--- config.mk ---
export PLATFORM = sky130hd
export DESIGN_NAME = vertex_shader
export DESIGN_NICKNAME = d
export VERILOG_FILES = /design/src/rtl/vertex_shader.sv
export SDC_FILE = /design/constraint.sdc
export NUM_CORES = 1
export LEC_CHECK = 0
export CAP_MARGIN = 20
export CORE_MARGIN = 2
export CORE_UTILIZATION = 42
export CTS_BUF_LIST = sky130_fd_sc_hd__clkbuf_8
export DETAILED_ROUTE_END_ITERATION = 10
export DONT_BUFFER_PORTS = 1
export PLACE_DENSITY_LB_ADDON = 0.12
export SLEW_MARGIN = 20
export SYNTH_ARGS = -nofsm -noshare
export SYNTH_HDL_FRONTEND = slang
export SYNTH_SLANG_ARGS = --single-unit
export TNS_END_PERCENT = 30
--- constraint.sdc ---
create_clock -name clk -period 3.96 [get_ports clk]
set_input_delay 0.594 -clock clk [delete_from_list [all_inputs] [get_ports clk]]
set_output_delay 0.594 -clock clk [all_outputs]
set_load 0.02 [all_outputs]
--- src/rtl/vertex_shader.sv ---
// Fetches the three vertex records of a face from vertex SRAM, applies the fixed-point
// viewport transform and holds the screen-space face with data_ready until consumed.
module vertex_shader #(
    parameter int                 SRAM_LAT = 2,
    parameter logic signed [15:0] SCALE_X  = 16'sd256,
    parameter logic signed [15:0] SCALE_Y  = 16'sd256,
    parameter int                 FRAC     = 8,
    parameter logic signed [12:0] X_OFF    = 13'sd320,
    parameter logic signed [12:0] Y_OFF    = 13'sd240,
    parameter logic [20:0]        DEPTH_B  = 21'd32768
) (
    input  logic        clk,
    input  logic        srst_n,
    input  logic        vert_valid,
    input  logic [19:0] vert_index,
    output logic        sram_rd_en,
    output logic [19:0] sram_addr,
    input  logic [71:0] sram_rdata,
    input  logic        consume,
    output logic        data_ready,
    output logic [11:0] v1_x,
    output logic [11:0] v1_y,
    output logic [20:0] v1_depth,
    output logic [23:0] v1_color,
    output logic [11:0] v2_x,
    output logic [11:0] v2_y,
    output logic [20:0] v2_depth,
    output logic [23:0] v2_color,
    output logic [11:0] v3_x,
    output logic [11:0] v3_y,
    output logic [20:0] v3_depth,
    output logic [23:0] v3_color,
    output logic        protocol_err,
    output logic [1:0]  dbg_state
);
    // vert_valid/consume are single-cycle strobes with no backpressure: an index offered while
    // the block is busy is dropped and flagged; the SRAM side answers exactly SRAM_LAT cycles late.
    typedef enum logic [1:0] {S_COLLECT = 2'd0, S_FETCH = 2'd1, S_DRAIN = 2'd2, S_DONE = 2'd3} state_t;

    state_t      state, state_nx;
    logic [1:0]  idx_cnt, fcnt, rd_tag;
    logic [19:0] slot [3];
    logic [SRAM_LAT-1:0] pv;
    logic [1:0]  pt [SRAM_LAT];
    logic [11:0] vx [3];
    logic [11:0] vy [3];
    logic [20:0] vd [3];
    logic [23:0] vc [3];

    logic        accept, drop, issue, last_wr, res_valid;
    logic [1:0]  accept_slot, issue_tag, res_tag;
    logic [11:0] tx, ty;
    logic [20:0] tdepth;

    function automatic logic [11:0] clamp12(input logic signed [32:0] v);
        if (v < 33'sd0)         return 12'd0;
        else if (v > 33'sd4095) return 12'hfff;
        else                    return v[11:0];
    endfunction

    function automatic logic [20:0] clamp21(input logic signed [22:0] v);
        if (v < 23'sd0)            return 21'd0;
        else if (v > 23'sd2097151) return 21'h1fffff;
        else                       return v[20:0];
    endfunction

    assign res_valid = pv[SRAM_LAT-1];
    assign res_tag   = pt[SRAM_LAT-1];
    assign dbg_state = state;

    always_ff @(posedge clk) begin
        if (!srst_n) state <= S_COLLECT;
        else         state <= state_nx;
    end

    always_comb begin
        state_nx = state;
        case (state)
            S_COLLECT: if (vert_valid && idx_cnt == 2'd2) state_nx = S_FETCH;
            S_FETCH:   if (fcnt == 2'd2) state_nx = S_DRAIN;
            S_DRAIN:   if (last_wr) state_nx = S_DONE;
            S_DONE:    if (consume) state_nx = S_COLLECT;
            default:   state_nx = S_COLLECT;
        endcase
    end

    // The first read is issued on the same edge that accepts the third index, so the three
    // strobes appear on the three cycles right after it.
    always_comb begin
        accept      = vert_valid && (state == S_COLLECT || (state == S_DONE && consume));
        accept_slot = (state == S_DONE) ? 2'd0 : idx_cnt;
        drop        = vert_valid && !accept;
        issue       = (state == S_COLLECT && vert_valid && idx_cnt == 2'd2) || state == S_FETCH;
        issue_tag   = (state == S_COLLECT) ? 2'd0 : fcnt;
        last_wr     = res_valid && res_tag == 2'd2 && state == S_DRAIN;
    end

    always_comb begin
        logic signed [15:0] rx, ry, rz;
        logic signed [31:0] prod_x, prod_y, px, py;
        logic signed [22:0] dz;
        rx     = sram_rdata[71:56];
        ry     = sram_rdata[55:40];
        rz     = sram_rdata[39:24];
        prod_x = 32'(rx) * 32'(SCALE_X);
        prod_y = 32'(ry) * 32'(SCALE_Y);
        px     = prod_x >>> FRAC;
        py     = prod_y >>> FRAC;
        tx     = clamp12(33'(px) + 33'(X_OFF));
        ty     = clamp12(33'(Y_OFF) - 33'(py));
        dz     = 23'(rz) + $signed({2'b00, DEPTH_B});
        tdepth = clamp21(dz);
    end

    always_ff @(posedge clk) begin
        if (!srst_n) begin
            idx_cnt      <= 2'd0;
            fcnt         <= 2'd0;
            sram_rd_en   <= 1'b0;
            sram_addr    <= 20'd0;
            rd_tag       <= 2'd0;
            pv           <= '0;
            data_ready   <= 1'b0;
            protocol_err <= 1'b0;
            for (int i = 0; i < SRAM_LAT; i++) pt[i] <= 2'd0;
            for (int i = 0; i < 3; i++) begin
                slot[i] <= 20'd0;
                vx[i]   <= 12'd0;
                vy[i]   <= 12'd0;
                vd[i]   <= 21'd0;
                vc[i]   <= 24'd0;
            end
        end else begin
            if (accept) slot[accept_slot] <= vert_index;
            if (state == S_COLLECT && vert_valid)
                idx_cnt <= (idx_cnt == 2'd2) ? 2'd0 : idx_cnt + 2'd1;
            else if (state == S_DONE && consume)
                idx_cnt <= vert_valid ? 2'd1 : 2'd0;

            sram_rd_en <= issue;
            rd_tag     <= issue_tag;
            if (issue) begin
                sram_addr <= slot[issue_tag];
                fcnt      <= (issue_tag == 2'd2) ? 2'd0 : issue_tag + 2'd1;
            end

            pv[0] <= sram_rd_en;
            pt[0] <= rd_tag;
            for (int i = 1; i < SRAM_LAT; i++) begin
                pv[i] <= pv[i-1];
                pt[i] <= pt[i-1];
            end

            if (res_valid) begin
                vx[res_tag] <= tx;
                vy[res_tag] <= ty;
                vd[res_tag] <= tdepth;
                vc[res_tag] <= sram_rdata[23:0];
            end

            if (last_wr)                       data_ready <= 1'b1;
            else if (state == S_DONE && consume) data_ready <= 1'b0;
            if (drop) protocol_err <= 1'b1;
        end
    end

    assign v1_x = vx[0];  assign v1_y = vy[0];  assign v1_depth = vd[0];  assign v1_color = vc[0];
    assign v2_x = vx[1];  assign v2_y = vy[1];  assign v2_depth = vd[1];  assign v2_color = vc[1];
    assign v3_x = vx[2];  assign v3_y = vy[2];  assign v3_depth = vd[2];  assign v3_color = vc[2];
endmodule

# Yosys cells after proc, flatten, opt, wreduce, memory -nomap -nowiden
# Memory sizes are Yosys's and may differ from the RTL's. A register that Yosys moved wholly into a read port is not among the register bits.
# Index checks and enable logic that the tools add are counted.
# Widths: inputs -> output; s select.
[word_totals] wordCells=104 inputBits=96 mem_count=6 regBits=13 ram_bits=271
[op_classes] eq_ne=11 mux=45 n_lt_le_gt_ge=6 n_addsub=5 n_reduce_logical=21 n_bitwise=2
[mem_list] memory="vc" depth=3 width=24 rd=3 rd_ports_with_merged_regs=0 wr=3 line_no="48" rtl="logic [23:0] vc [3];"
[mem_list] memory="vd" depth=3 width=21 rd=3 rd_ports_with_merged_regs=0 wr=3 line_no="47" rtl="logic [20:0] vd [3];"
[mem_list] memory="slot" depth=3 width=20 rd=1 rd_ports_with_merged_regs=1 wr=3 line_no="42" rtl="logic [19:0] slot [3];"
[mem_list] memory="vx" depth=3 width=12 rd=3 rd_ports_with_merged_regs=0 wr=3 line_no="45" rtl="logic [11:0] vx [3];"
[mem_list] memory="vy" depth=3 width=12 rd=3 rd_ports_with_merged_regs=0 wr=3 line_no="46" rtl="logic [11:0] vy [3];"
[mem_list] memory="pt" depth=2 width=2 rd=2 rd_ports_with_merged_regs=0 wr=2 line_no="44" rtl="logic [1:0] pt [SRAM_LAT];"
[ops] cell="$mux 12" n=6
[ops] cell="$mux 21" n=3
[ops] cell="$gt 17x13->1 const B" n=2
[ops] cell="$lt 17x1->1 const B" n=2
[ops] cell="$mux 2" n=17
[ops] cell="$mux 24" n=1
[ops] cell="$reduce_or 12->1" n=2
[ops] cell="$reduce_or 24->1" n=1
[ops] cell="$gt 18x22->1 const B" n=1
[ops] cell="$reduce_or 21->1" n=1
[ops] cell="$mux 20" n=1
[ops] cell="$reduce_or 20->1" n=1
[ops] cell="$add 16x17->18 const B" n=1
[ops] cell="$lt 18x1->1 const B" n=1
[ops] cell="$add 16x10->17 const B" n=1
[ops] cell="$sub 9x16->17 const A" n=1
[ops] cell="$mux 1" n=16
[ops] cell="$eq 2x2->1 const B" n=6
[ops] cell="$logic_and 1x1->1" n=8
[ops] cell="$ne 2x2->1 const B" n=4
[ops] cell="$pmux 2 s4" n=1
[ops] cell="$add 2x1->2 const B" n=2
[ops] cell="$reduce_and 4->1" n=1
[ops] cell="$reduce_bool 2->1" n=2
[ops] cell="other kinds (5)" n=8

# Logic depth before layout (Yosys ltp)
[depth] ltp_word=9 depth_mapped=8 depth_no_buf=6

# Least setup slack after synthesis
# No wires, ideal clock.
[synth_timing] path_type="input -> register" start="input port srst_n" end="memory vc[0][0], enable pin" slack_ns=0.778 path_buffers=3 path_stages=6 arrival_ns=2.759 cell_sequence="buf_4 -> nand2_1 -> or3_1 -> clkbuf_1 -> buf_6 -> nand2_1"
[synth_lines] item="start, declared" line_no="13" rtl="input logic srst_n,"
[synth_lines] item="end, declared" line_no="48"

==> impl_metrics.tcl <==
set metrics [dict create \
    synth-edff-count 272 \
    endpoint_kind "register" \
    drt_wl_total_um 32400 \
    syn_inst 932 \
    vias 7418 \
    stdcell_count 1380 \
    area_delta_synth_final_pct 10.0 \
    clock_skew_ns 0.0379 \
    yosys_most_used_dff "edfxtp_1" \
    leakage_uw 0.00519 \
    slew_violations 0 \
    coreArea_mm2 0.0303 \
    setup_viol 0 \
    synth.yosys.warnings 0 \
    design.die.area_mm2 0.0320 \
    r2r_end "slot[1][15]" \
    p_per_area_mw_per_mm2 517 \
    wl_per_cell_um 23.4 \
    dp_hpwl_um 20700 \
    cts_resized 0 \
    comb_power_share 0.108 \
    synth_top_area_frac 0.636 \
    maxCapViolCount 0 \
    ys_ff_latch 309 \
    peakVddDrop_v 0.000256 \
    cts_buffers 52 \
    multi_input_area_mm2 0.00355 \
    num-fill-cells 2703 \
    port_buffers 0 \
    clk_pin_slew_ns 0.06 \
    power.internal_uw 5320 \
    reg2reg_from "dbg_state[1]" \
    gr-usage-all-layers 0.196 \
    fp.dieH_um 179 \
    grt_util_met2 0.325 \
    cts.htree.levels 2 \
    synth_top_area_cell "edfxtp_1" \
    worstPathMaxFanout 23 \
    drt_iter0_drc 453 \
    p_clk_frac 0.343 \
    drive_gt1_frac 0.105 \
    ios 328 \
    crit_path_start_kind "register" \
    antenna_found_initial 0 \
    grt_max_degree 65 \
    rrSetupSlack_ns 1.27 \
    synth_top_cells_by_area "edfxtp_1 (64%), and2_1 (8.0%), dfxtp_1 (5.8%)" \
    worst-path-buf-inv 3 \
    outcome "finished, final reports clean" \
    holdPathEnd "slot[3][0]" \
    max_freq_mhz 372 \
    busiest_layer "met2" \
    grt_pass1_vias 7321 \
    crit_path_frequent_cell "buf_4" \
    crit_family "buffers and inverters" \
    critical_path_class "register to register" \
    fin_setup_tns_ns 0 \
    rsz0062_at_grt "false" \
    die_x_um 179 \
    path_cells "inv_1 -> ha_1 -> and4b_1 -> buf_4 -> nand2_1 -> o21ai_2 -> buf_4" \
    ys_async_sr_fraction 0 \
    netSwitchingFraction 0.272 \
    period_minus_slack_ns 2.69 \
    slowest_stage "ha_1" \
    hold_buffers 0 \
    cp.arrival_ns 2.90 \
    worstHoldStart "vert_index[0]" \
    clock_latency_ns 0.58 \
    required_ns 4.17 \
    rows 64 \
    max_stage_delay_ns 0.57 \
    dp.cells 1286 \
    grt.overflow.total 0 \
    cts_tree "yes" \
    viasPerCell 5.38 \
    met1_usage 0.233 \
    p_sw_uw 1990 \
    place_congestion 0.822 \
    worst_pin_slew_ns 1.05 \
    drc 0 \
    reg2regPathDepth 7 \
    synth_area_mm2 0.0128 \
    ant_nets 0 \
    hold-path-cell-count 0 \
    start_util 0.423 \
    hp-class "input pin to register" \
    first_pass_iters 4 \
    finalCritPeriodShare 0.679 \
    clock_path_buffers 3 \
    use_met3 0.0755 \
    relSlewSlack 0.297 \
    power_frac_seq 0.550 \
    synth_area_per_cell_um2 13.8 \
    cts-root-buf "clkbuf_8" \
    synth_cell_types 55 \
    cts_setup_buffers 0 \
    grt_pass1_wl_um 47200 \
    fin_nets 1047 \
    report.final.hold_viol_count 0 \
    synth_seq_area_share 0.694 \
    regArea_mm2 0.00891 \
    antenna_cells_inserted 0 \
    cts.sinks 309 \
]
==> worst max path at each step <==
stage / start / endpoint / cells after the start
after floorplan: srst_n / vc[0][0] / 6
after global placement: dbg_state[0] / sram_addr[1] / 7
after detailed placement: dbg_state[0] / sram_addr[13] / 7
after CTS: dbg_state[0] / sram_addr[16] / 7
after global routing: dbg_state[0] / sram_addr[18] / 7
final: dbg_state[1] / slot[1][15] / 7
==> logic make-up (layout without fill, tap and decap cells) <==
| group | Yosys count | after routing | share of synthesized area |
|---|---|---|---|
| flops | 309 | 309 | 0.694 |
| simple gates | 302 | 302 | 0.137 |
| compound gates | 181 | 181 | 0.0963 |
| buf+inv | 95 | 133 | 0.0374 |
| mux | 23 | 23 | 0.0183 |
| xor+xnor | 14 | 14 | 0.0101 |
| fa+ha+maj | 7 | 7 | 0.00682 |
| other cells | 1 | 15 | 0.000292 |
==> state kept, by name, summed over array words and instances, names as in the netlist <==
signal,cells
pv,2
sram_addr,20
rd_tag,2
sram_rd_en,1
vc,72
dbg_state,2
vd,48
slot,80
vy,36
fcnt,2
pt,4
vx,36
protocol_err,1
data_ready,1
idx_cnt,2
==> Yosys cell counts (8+ instances only) <==
| cell | number |
|---|---|
| edfxtp_1 | 272 |
| o211ai_1 | 19 |
| o22a_1 | 19 |
| xor2_1 | 8 |
| inv_1 | 16 |
| and2_1 | 164 |
| buf_4 | 20 |
| nor2_1 | 22 |
| mux2i_1 | 21 |
| a311oi_1 | 37 |
| clkbuf_1 | 49 |
| dfxtp_1 | 37 |
| nor2b_1 | 21 |
| a21oi_1 | 83 |
| and3_1 | 21 |
| nand2_1 | 40 |
==> layout make-up <==
class | instances | share of cell area
Timing Repair Buffer | 23 | 0.0140
Tap cell | 396 | 0.0351
Inverter | 16 | 0.00425
Multi-Input combinational cell | 542 | 0.251
Clock inverter | 39 | 0.0111
Sequential cell | 309 | 0.631
Clock buffer | 55 | 0.0536
==> cells in the final DEF, fill, tap and decap left out, types with 15 or more instances in the layout <==
| cell | Yosys | routed |
|---|---|---|
| o22a_1 | 19 | 19 |
| buf_4 | 20 | 21 |
| conb_1 | 1 | 15 |
| nand2_1 | 40 | 37 |
| o211ai_1 | 19 | 19 |
| a311oi_1 | 37 | 37 |
| clkbuf_8 | 0 | 55 |
| and3_1 | 21 | 21 |
| and2_1 | 164 | 164 |
| dfxtp_1 | 37 | 36 |
| nor2_1 | 22 | 22 |
| inv_1 | 16 | 45 |
| mux2i_1 | 21 | 21 |
| edfxtp_1 | 272 | 272 |
| a21oi_1 | 83 | 83 |
| nor2b_1 | 21 | 21 |
==> metrics by stage <==
step	instance area, um2	power (uW)	setup slack, ns	hold WS (ns)	util
finish	14100	7310	1.27	0.108	0.466
global placement	13200	4880	1.31	0.413	0.435
CTS	14100	7400	1.20	0.0667	0.466
detailed placement	13200	4890	1.25	0.420	0.435
floorplan	12900	4640	0.778	0.412	-
global route	14100	7640	1.03	0.0655	0.466
==> metal layers <==
layer  vias to the layer above  part of all wire
li1                       3439                 -
met1                      3628              0.38
met2                       292              0.49
met3                        59              0.11
met4                         0             0.025
met5                         -                 0
==> worst reg2reg max path, stage by stage, from the launching register on <==
cell and delay [ns]:
dfxtp_1 0.43, inv_1 0.16, ha_1 0.57, and4b_1 0.29
buf_4 0.28, nand2_1 0.13, o21ai_2 0.13, buf_4 0.32
==> power by group through the flow <==
stage / logic [uW] / clock network (uW) / registers, uW
5_1_grt: 869 / 2730 / 4040
6_report: 786 / 2500 / 4020
4_1_cts: 804 / 2570 / 4020
2_1_floorplan: 600 / 0 / 4040
3_3_place_gp: 793 / 0 / 4090
3_5_place_dp: 801 / 0 / 4090
Power figures use the tool's default switching activity.
